--- config.mk ---
export PLATFORM = sky130hd
export DESIGN_NAME = rtttl_seq_engine
export DESIGN_NICKNAME = d
export VERILOG_FILES = /design/src/rtl/rtttl_seq_engine.sv
export SDC_FILE = /design/constraint.sdc
export NUM_CORES = 1
export LEC_CHECK = 0
export BUFFER_PORTS_ARGS = -buffer_cell sky130_fd_sc_hd__buf_2
export CAP_MARGIN = 20
export CORE_ASPECT_RATIO = 2
export CORE_MARGIN = 2
export CORE_UTILIZATION = 47
export CTS_BUF_LIST = sky130_fd_sc_hd__clkbuf_16
export DETAILED_ROUTE_END_ITERATION = 8
export PLACE_DENSITY = 0.62
export SKIP_CTS_REPAIR_TIMING = 1
export SLEW_MARGIN = 20
export SYNTH_ARGS = -nofsm -noshare
export SYNTH_HDL_FRONTEND = slang
export SYNTH_SLANG_ARGS = --single-unit
--- constraint.sdc ---
create_clock -name clk -period 5.1 [get_ports clk]
set_input_delay 0.255 -clock clk [delete_from_list [all_inputs] [get_ports clk]]
set_output_delay 0.255 -clock clk [all_outputs]
set_load 0.05 [all_outputs]
--- src/rtl/rtttl_seq_engine.sv ---
`default_nettype none
// rtttl_seq_engine: plays {octave,note} entries from a writable song memory with
// dotted durations, runtime tempo, articulation gap, loop, pause and stop.
module rtttl_seq_engine #(
  parameter int ADDR_W    = 6,
  parameter int TICK_W    = 16,
  parameter int GAP_TICKS = 1
) (
  input  logic              clk,
  input  logic              rstn,
  input  logic              start,
  input  logic              stop,
  input  logic              pause,
  input  logic              loop_en,
  input  logic [TICK_W-1:0] tick_div,
  input  logic              wr_en,
  input  logic [ADDR_W-1:0] wr_addr,
  input  logic [15:0]       wr_data,
  output logic [3:0]        octave,
  output logic [3:0]        note,
  output logic              note_strobe,
  output logic              busy,
  output logic              done,
  output logic [ADDR_W-1:0] cur_addr
);
  localparam int         DEPTH = 2 ** ADDR_W;
  localparam logic [6:0] GAP   = 7'(GAP_TICKS);

  typedef enum logic [1:0] {S_IDLE = 2'd0, S_LOAD = 2'd1, S_PLAY = 2'd2} state_t;

  logic [15:0]       mem [DEPTH];
  state_t            state_q, state_d;
  logic [ADDR_W-1:0] cur_addr_q, cur_addr_d;
  logic [3:0]        octave_q, octave_d, note_q, note_d;
  logic [6:0]        dur_q, dur_d, rem_q, rem_d;
  logic [TICK_W-1:0] tick_q, tick_d;
  logic              strobe_q, strobe_d, done_q, done_d, wrap_q, wrap_d;

  logic              e_end, e_dot;
  logic [2:0]        e_dur;
  logic [3:0]        e_oct, e_note;
  logic [6:0]        e_base, e_ticks;
  logic [TICK_W-1:0] div_last;

  always_ff @(posedge clk) begin
    if (wr_en) mem[wr_addr] <= wr_data;
  end

  assign e_end  = mem[cur_addr_q][15];
  assign e_dot  = mem[cur_addr_q][14];
  assign e_dur  = mem[cur_addr_q][13:11];
  assign e_oct  = mem[cur_addr_q][7:4];
  assign e_note = mem[cur_addr_q][3:0];

  always_comb begin
    e_base = 7'd1;
    case (e_dur)
      3'd0:    e_base = 7'd64;
      3'd1:    e_base = 7'd32;
      3'd2:    e_base = 7'd16;
      3'd3:    e_base = 7'd8;
      3'd4:    e_base = 7'd4;
      3'd5:    e_base = 7'd2;
      default: e_base = 7'd1;
    endcase
    e_ticks = e_base + (e_dot ? (e_base >> 1) : 7'd0);
  end

  // A zero divider behaves like one cycle per tick.
  assign div_last = (tick_div == '0) ? '0 : tick_div - TICK_W'(1);

  always_comb begin
    state_d    = state_q;
    cur_addr_d = cur_addr_q;
    octave_d   = octave_q;
    note_d     = note_q;
    dur_d      = dur_q;
    rem_d      = rem_q;
    tick_d     = tick_q;
    wrap_d     = wrap_q;
    strobe_d   = 1'b0;
    done_d     = 1'b0;

    case (state_q)
      S_IDLE: begin
        if (start) begin
          state_d    = S_LOAD;
          cur_addr_d = '0;
          wrap_d     = 1'b0;
        end
      end
      S_LOAD: begin
        // wrap_q marks that the last memory slot was just played without an end flag.
        if (e_end || wrap_q) begin
          wrap_d = 1'b0;
          if (loop_en && (cur_addr_q != '0 || wrap_q)) begin
            cur_addr_d = '0;
          end else begin
            state_d  = S_IDLE;
            octave_d = 4'd0;
            note_d   = 4'd0;
            done_d   = 1'b1;
          end
        end else begin
          octave_d = e_oct;
          note_d   = e_note;
          dur_d    = e_ticks;
          rem_d    = e_ticks;
          tick_d   = '0;
          strobe_d = 1'b1;
          state_d  = S_PLAY;
        end
      end
      S_PLAY: begin
        if (!pause) begin
          if (tick_q >= div_last) begin
            tick_d = '0;
            rem_d  = rem_q - 7'd1;
            if (rem_q == 7'd1) begin
              state_d    = S_LOAD;
              cur_addr_d = cur_addr_q + 1'b1;
              wrap_d     = &cur_addr_q;
            end else if ((rem_q - 7'd1) <= GAP && dur_q > GAP) begin
              note_d = 4'd0;
            end
          end else begin
            tick_d = tick_q + TICK_W'(1);
          end
        end
      end
      default: state_d = S_IDLE;
    endcase

    if (stop) begin
      state_d    = S_IDLE;
      cur_addr_d = '0;
      octave_d   = 4'd0;
      note_d     = 4'd0;
      tick_d     = '0;
      rem_d      = 7'd0;
      wrap_d     = 1'b0;
      strobe_d   = 1'b0;
      done_d     = 1'b0;
    end
  end

  always_ff @(posedge clk) begin
    if (!rstn) begin
      state_q    <= S_IDLE;
      cur_addr_q <= '0;
      octave_q   <= 4'd0;
      note_q     <= 4'd0;
      dur_q      <= 7'd0;
      rem_q      <= 7'd0;
      tick_q     <= '0;
      wrap_q     <= 1'b0;
      strobe_q   <= 1'b0;
      done_q     <= 1'b0;
    end else begin
      state_q    <= state_d;
      cur_addr_q <= cur_addr_d;
      octave_q   <= octave_d;
      note_q     <= note_d;
      dur_q      <= dur_d;
      rem_q      <= rem_d;
      tick_q     <= tick_d;
      wrap_q     <= wrap_d;
      strobe_q   <= strobe_d;
      done_q     <= done_d;
    end
  end

  assign octave      = octave_q;
  assign note        = note_q;
  assign note_strobe = strobe_q;
  assign busy        = (state_q != S_IDLE);
  assign done        = done_q;
  assign cur_addr    = cur_addr_q;
endmodule
`default_nettype wire

==> out/metrics.sh <==
SYN-NUM-NETS=1869
GRT_ANTENNA_BEFORE_REPAIR=14
SYNTH_SIMPLE_GATE_AREA_FRAC=0.04382
FINAL.SETUP.WORST_SLACK_NS=0.5857
YS_SEQ_AREA_FRAC=0.7302
NUM_ROWS=143
STATUS='completed'
FP.DIEH_UM=393.7
MIN_DELAY_PATH_DEPTH=1
GLOBAL_ROUTE.USAGE.MET1=0.2782
RSZ0062_AT_GRT='false'
ROUTED_WIRELENGTH_UM=83580
ANTENNA_LEFT=0
DOMINANTREGCELLSYNTH='sky130_fd_sc_hd__edfxtp_1'
SYNTH_AREA_LEADER_CELL='sky130_fd_sc_hd__edfxtp_1'
TRITONCTS='built'
POSTSYNTHAREAPERCELL_UM2=19.91
FIN_CRIT_NS=4.514
GLOBALROUTE.BUSIESTLAYER='met2'
SYNTHESIS.YOSYS.WARNINGS=0
ASYNC_S_R_FF_SHARE_SYNTH=0
CTS.SINK_COUNT=886
FINAL-HOLD-VIOLATION-COUNT=0
CRITICAL_PATH_PEAK_FANOUT=26
POWER_LEAKAGE_nW=12.37
FINAL.FILL_COUNT=6001
IR_WORST_VDD_uV=359.9
YS_TOP_CELLS_BY_COUNT='832 x sky130_fd_sc_hd__edfxtp_1, 248 x sky130_fd_sc_hd__mux4_2, 116 x sky130_fd_sc_hd__nor2_1, 69 x sky130_fd_sc_hd__nand2_1, 54 x sky130_fd_sc_hd__dfxtp_1'
GLOBALPLACE.CONGESTION=0.7996
FINISH.NET_COUNT=1996
CLK_LATENCY_NS=0.63
FIN_WORST_SKEW_NS=0.01484
ADDER_CELL_SHARE_OF_THE_SYNTHESIZED_AREA=0.01108
TIGHTESTPINTRANSITION_NS=1.094
SYNTH_CELL_TYPES=67
NUMBER_OF_GLOBAL_ROUTE_VIAS_BEFORE_REPAIR=17732
SYNTHESIS.AREA_MM2=0.03569
FLOW.AREA_GROWTH_FROM_SYNTHESIS_PCT=12.01
YS_SEQ_ELEMENTS=886
HOLD_PATH_STARTPOINT='wr_data[6]'
CTS_HTREE_LEVELS=3
MAX-SLEW-MARGIN-REL=0.2698
SYN_INST=1793
SYNTH-COMPOUND-AREA-SHARE=0.02513
CLK_PIN_SLEW_WORST_PATHS_NS=0.06
POWER-PER-CELL-AREA_mW_PER_MM2=352.3
PIN_COUNT=62
CORE-AREA_MM2=0.07550
HOLD_PATH_END='mem[28][6]'
SYNTH_TOP_FAMILY_BY_AREA='multiplexers'
DRT_FIRST_ITER_VIOLATIONS=1655
CRITICALPATHCATEGORY='reg2reg'
DRCVIOLATIONCOUNT=0
DRV_CAP=0
SYNTH_TOP_CELLS_BY_AREA='sky130_fd_sc_hd__edfxtp_1 70%, sky130_fd_sc_hd__mux4_2 16%, sky130_fd_sc_hd__dfxtp_1 3.0%, sky130_fd_sc_hd__nor2_1 1.2%, sky130_fd_sc_hd__ha_1 1.1%'
SYNTH-EDFF-COUNT=832
YOSYS.AREA.TOP_TYPE_SHARE=0.6999
DETAILEDROUTE.FIRSTPASSITERATIONCOUNT=5
SYNTH.MUX.AREA_FRACTION=0.1672
CRITPATHREQUIREDTIME_NS=5.66
GR-USAGE-ALL-LAYERS=0.2181
SETUP.WORST_PATH.START_CLASS='flip-flop'
PERIOD_SHARE=0.8852
FF2FF_SETUP_SLACK_NS=0.59
SETUP_VIOL=0
WORSTPATHARRIVAL_NS=5.08
GROUTE.LAYER.MET2.USAGE=0.3768
ROUTE.DETAILED.VIAS_PER_INST=5.863
CRITICAL_PATH.REG2REG.ENDPOINT='rem_q[5]'
FP.DIEAREA_MM2=0.07830
MAX-CLOCK-PATH-BUFFERS=3
BUFFER_PORTS.INSERTED=58
GRT_FIRST_PASS_WIRELENGTH_UM=121000
R2R_CELLS=15
SHARE_OF_LAYOUT_CELLS_ABOVE_DRIVE_STRENGTH_1=0.2776
ROUTED-VIA-COUNT=17537
SLEW_VIOL_FINAL=0
CRITPATHCAPTURETYPE='flip-flop'
START_UTIL=0.4727
PRECTSSETUPSLACK_NS=0.2572
DIE_X_UM=198.9
GRT_MAX_DEGREE=65
CLOCK.FMAX_MHz=221.5
DP_HPWL_UM=51400
SYNTH-XOR-AREA-SHARE=0.006380
GLOBALROUTE.TOTALOVERFLOW=0
ROOT_BUFFER='sky130_fd_sc_hd__clkbuf_16'
USE_MET3=0.03568
YOSYS.CELL_COUNT.TOP_TYPE='sky130_fd_sc_hd__edfxtp_1'
FINAL.SETUP.TNS_NS=0
TRITONCTS.NUM_BUFFERS=78
MIN_PATH_TYPE='in2reg'
ROUTE.DETAILED.WL_PER_INST_UM=27.94
==> worst max-delay path, stage by stage, from the launching register on <==
cell,delay (ns)
sky130_fd_sc_hd__dfxtp_4,0.62
sky130_fd_sc_hd__buf_12,0.28
sky130_fd_sc_hd__mux4_2,0.54
sky130_fd_sc_hd__mux4_2,0.53
sky130_fd_sc_hd__mux4_2,0.54
sky130_fd_sc_hd__o211ai_1,0.18
sky130_fd_sc_hd__nor2_1,0.14
sky130_fd_sc_hd__ha_1,0.30
sky130_fd_sc_hd__a21o_1,0.16
sky130_fd_sc_hd__a21oi_1,0.21
sky130_fd_sc_hd__o21bai_1,0.08
sky130_fd_sc_hd__a21oi_1,0.18
sky130_fd_sc_hd__xnor2_1,0.17
sky130_fd_sc_hd__mux2i_1,0.10
sky130_fd_sc_hd__mux2_2,0.27
sky130_fd_sc_hd__nor2_1,0.07
==> placed cells by master, fill, tap and decap left out, types with 13 or more instances in the layout <==
cell,n
sky130_fd_sc_hd__a21oi_1,38
sky130_fd_sc_hd__buf_2,52
sky130_fd_sc_hd__buf_4,81
sky130_fd_sc_hd__clkbuf_16,79
sky130_fd_sc_hd__clkinv_2,15
sky130_fd_sc_hd__dfxtp_1,49
sky130_fd_sc_hd__edfxtp_1,832
sky130_fd_sc_hd__ha_1,30
sky130_fd_sc_hd__inv_1,26
sky130_fd_sc_hd__mux2i_1,28
sky130_fd_sc_hd__mux4_2,248
sky130_fd_sc_hd__nand2_1,69
sky130_fd_sc_hd__nand3_1,28
sky130_fd_sc_hd__nor2_1,88
sky130_fd_sc_hd__nor2_2,28
sky130_fd_sc_hd__nor2b_1,22
sky130_fd_sc_hd__nor3_1,13
sky130_fd_sc_hd__o21ai_0,32
sky130_fd_sc_hd__xor2_1,14
==> through the flow <==
step / cell area [um^2] / hold WS (ns) / cells / total power, mW / utilization
floorplan: 35690 / 0.3539 / 1793 / 8.269 / -
global placement: 37500 / 0.4642 / 2854 / 8.446 / 0.4967
detailed placement: 37500 / 0.4703 / 2854 / 8.456 / 0.4967
CTS: 39950 / -0.07681 / 2988 / 14.20 / 0.5292
global route: 39980 / 0.003518 / 2990 / 14.48 / 0.5295
finish: 39980 / 0.007836 / 2991 / 14.09 / 0.5295
==> cell families after synthesis <==
| kind of cell | Yosys count |
|---|---|
| compound gates | 136 |
| mux | 281 |
| buf+inv | 108 |
| fa+ha+maj | 31 |
| simple gates | 325 |
| flops | 886 |
| xor+xnor | 26 |
==> layout make-up <==
cell class / instances / area [um^2] / area share
diodes: 2 / 5.005 / 0.0001252
clock buffers: 79 / 1977 / 0.04944
clock inverters: 55 / 475.5 / 0.01189
inverters: 16 / 60.06 / 0.001502
multi-input cells: 799 / 9138 / 0.2285
flip-flops and latches: 886 / 26080 / 0.6523
well taps: 1015 / 1270 / 0.03176
repair buffers: 139 / 978.4 / 0.02447
==> state kept, by name (all words and copies together), names as in the netlist, named ones only <==
signal and flops:
note_strobe 1, rem_q 7, cur_addr 6, done 1, dur_q 6, note 4, octave 4, mem 832
state_q 2, wrap_q 1, tick_q 16
==> per-layer routing <==
layer,vias up,share of wire
met1,9230,0.39
met4,12,0.032
met2,546,0.52
met3,125,0.058
li1,7624,-
met5,-,0.00083
==> where the power goes <==
part	internal (mW)	total [mW]	switching, mW
Clock	3.22	5.79	2.57
Sequential	7.99	8.00	0.0119
Combinational	0.0706	0.294	0.223
Total	11.3	14.1	2.80
==> how the worst max path moves through the flow <==
stage | cells past startpoint | slack (ns) | endpoint | from
floorplan | 19 | 0.70 | rem_q[6] | flip-flop
global placement | 15 | 0.32 | tick_q[12] | tick_div[9]
detailed placement | 15 | 0.26 | tick_q[1] | tick_div[9]
CTS | 17 | 0.51 | rem_q[5] | flip-flop
global route | 17 | 0.27 | rem_q[5] | flip-flop
finish | 15 | 0.59 | rem_q[5] | flip-flop
No activity file was read; power rests on OpenSTA's default activity.
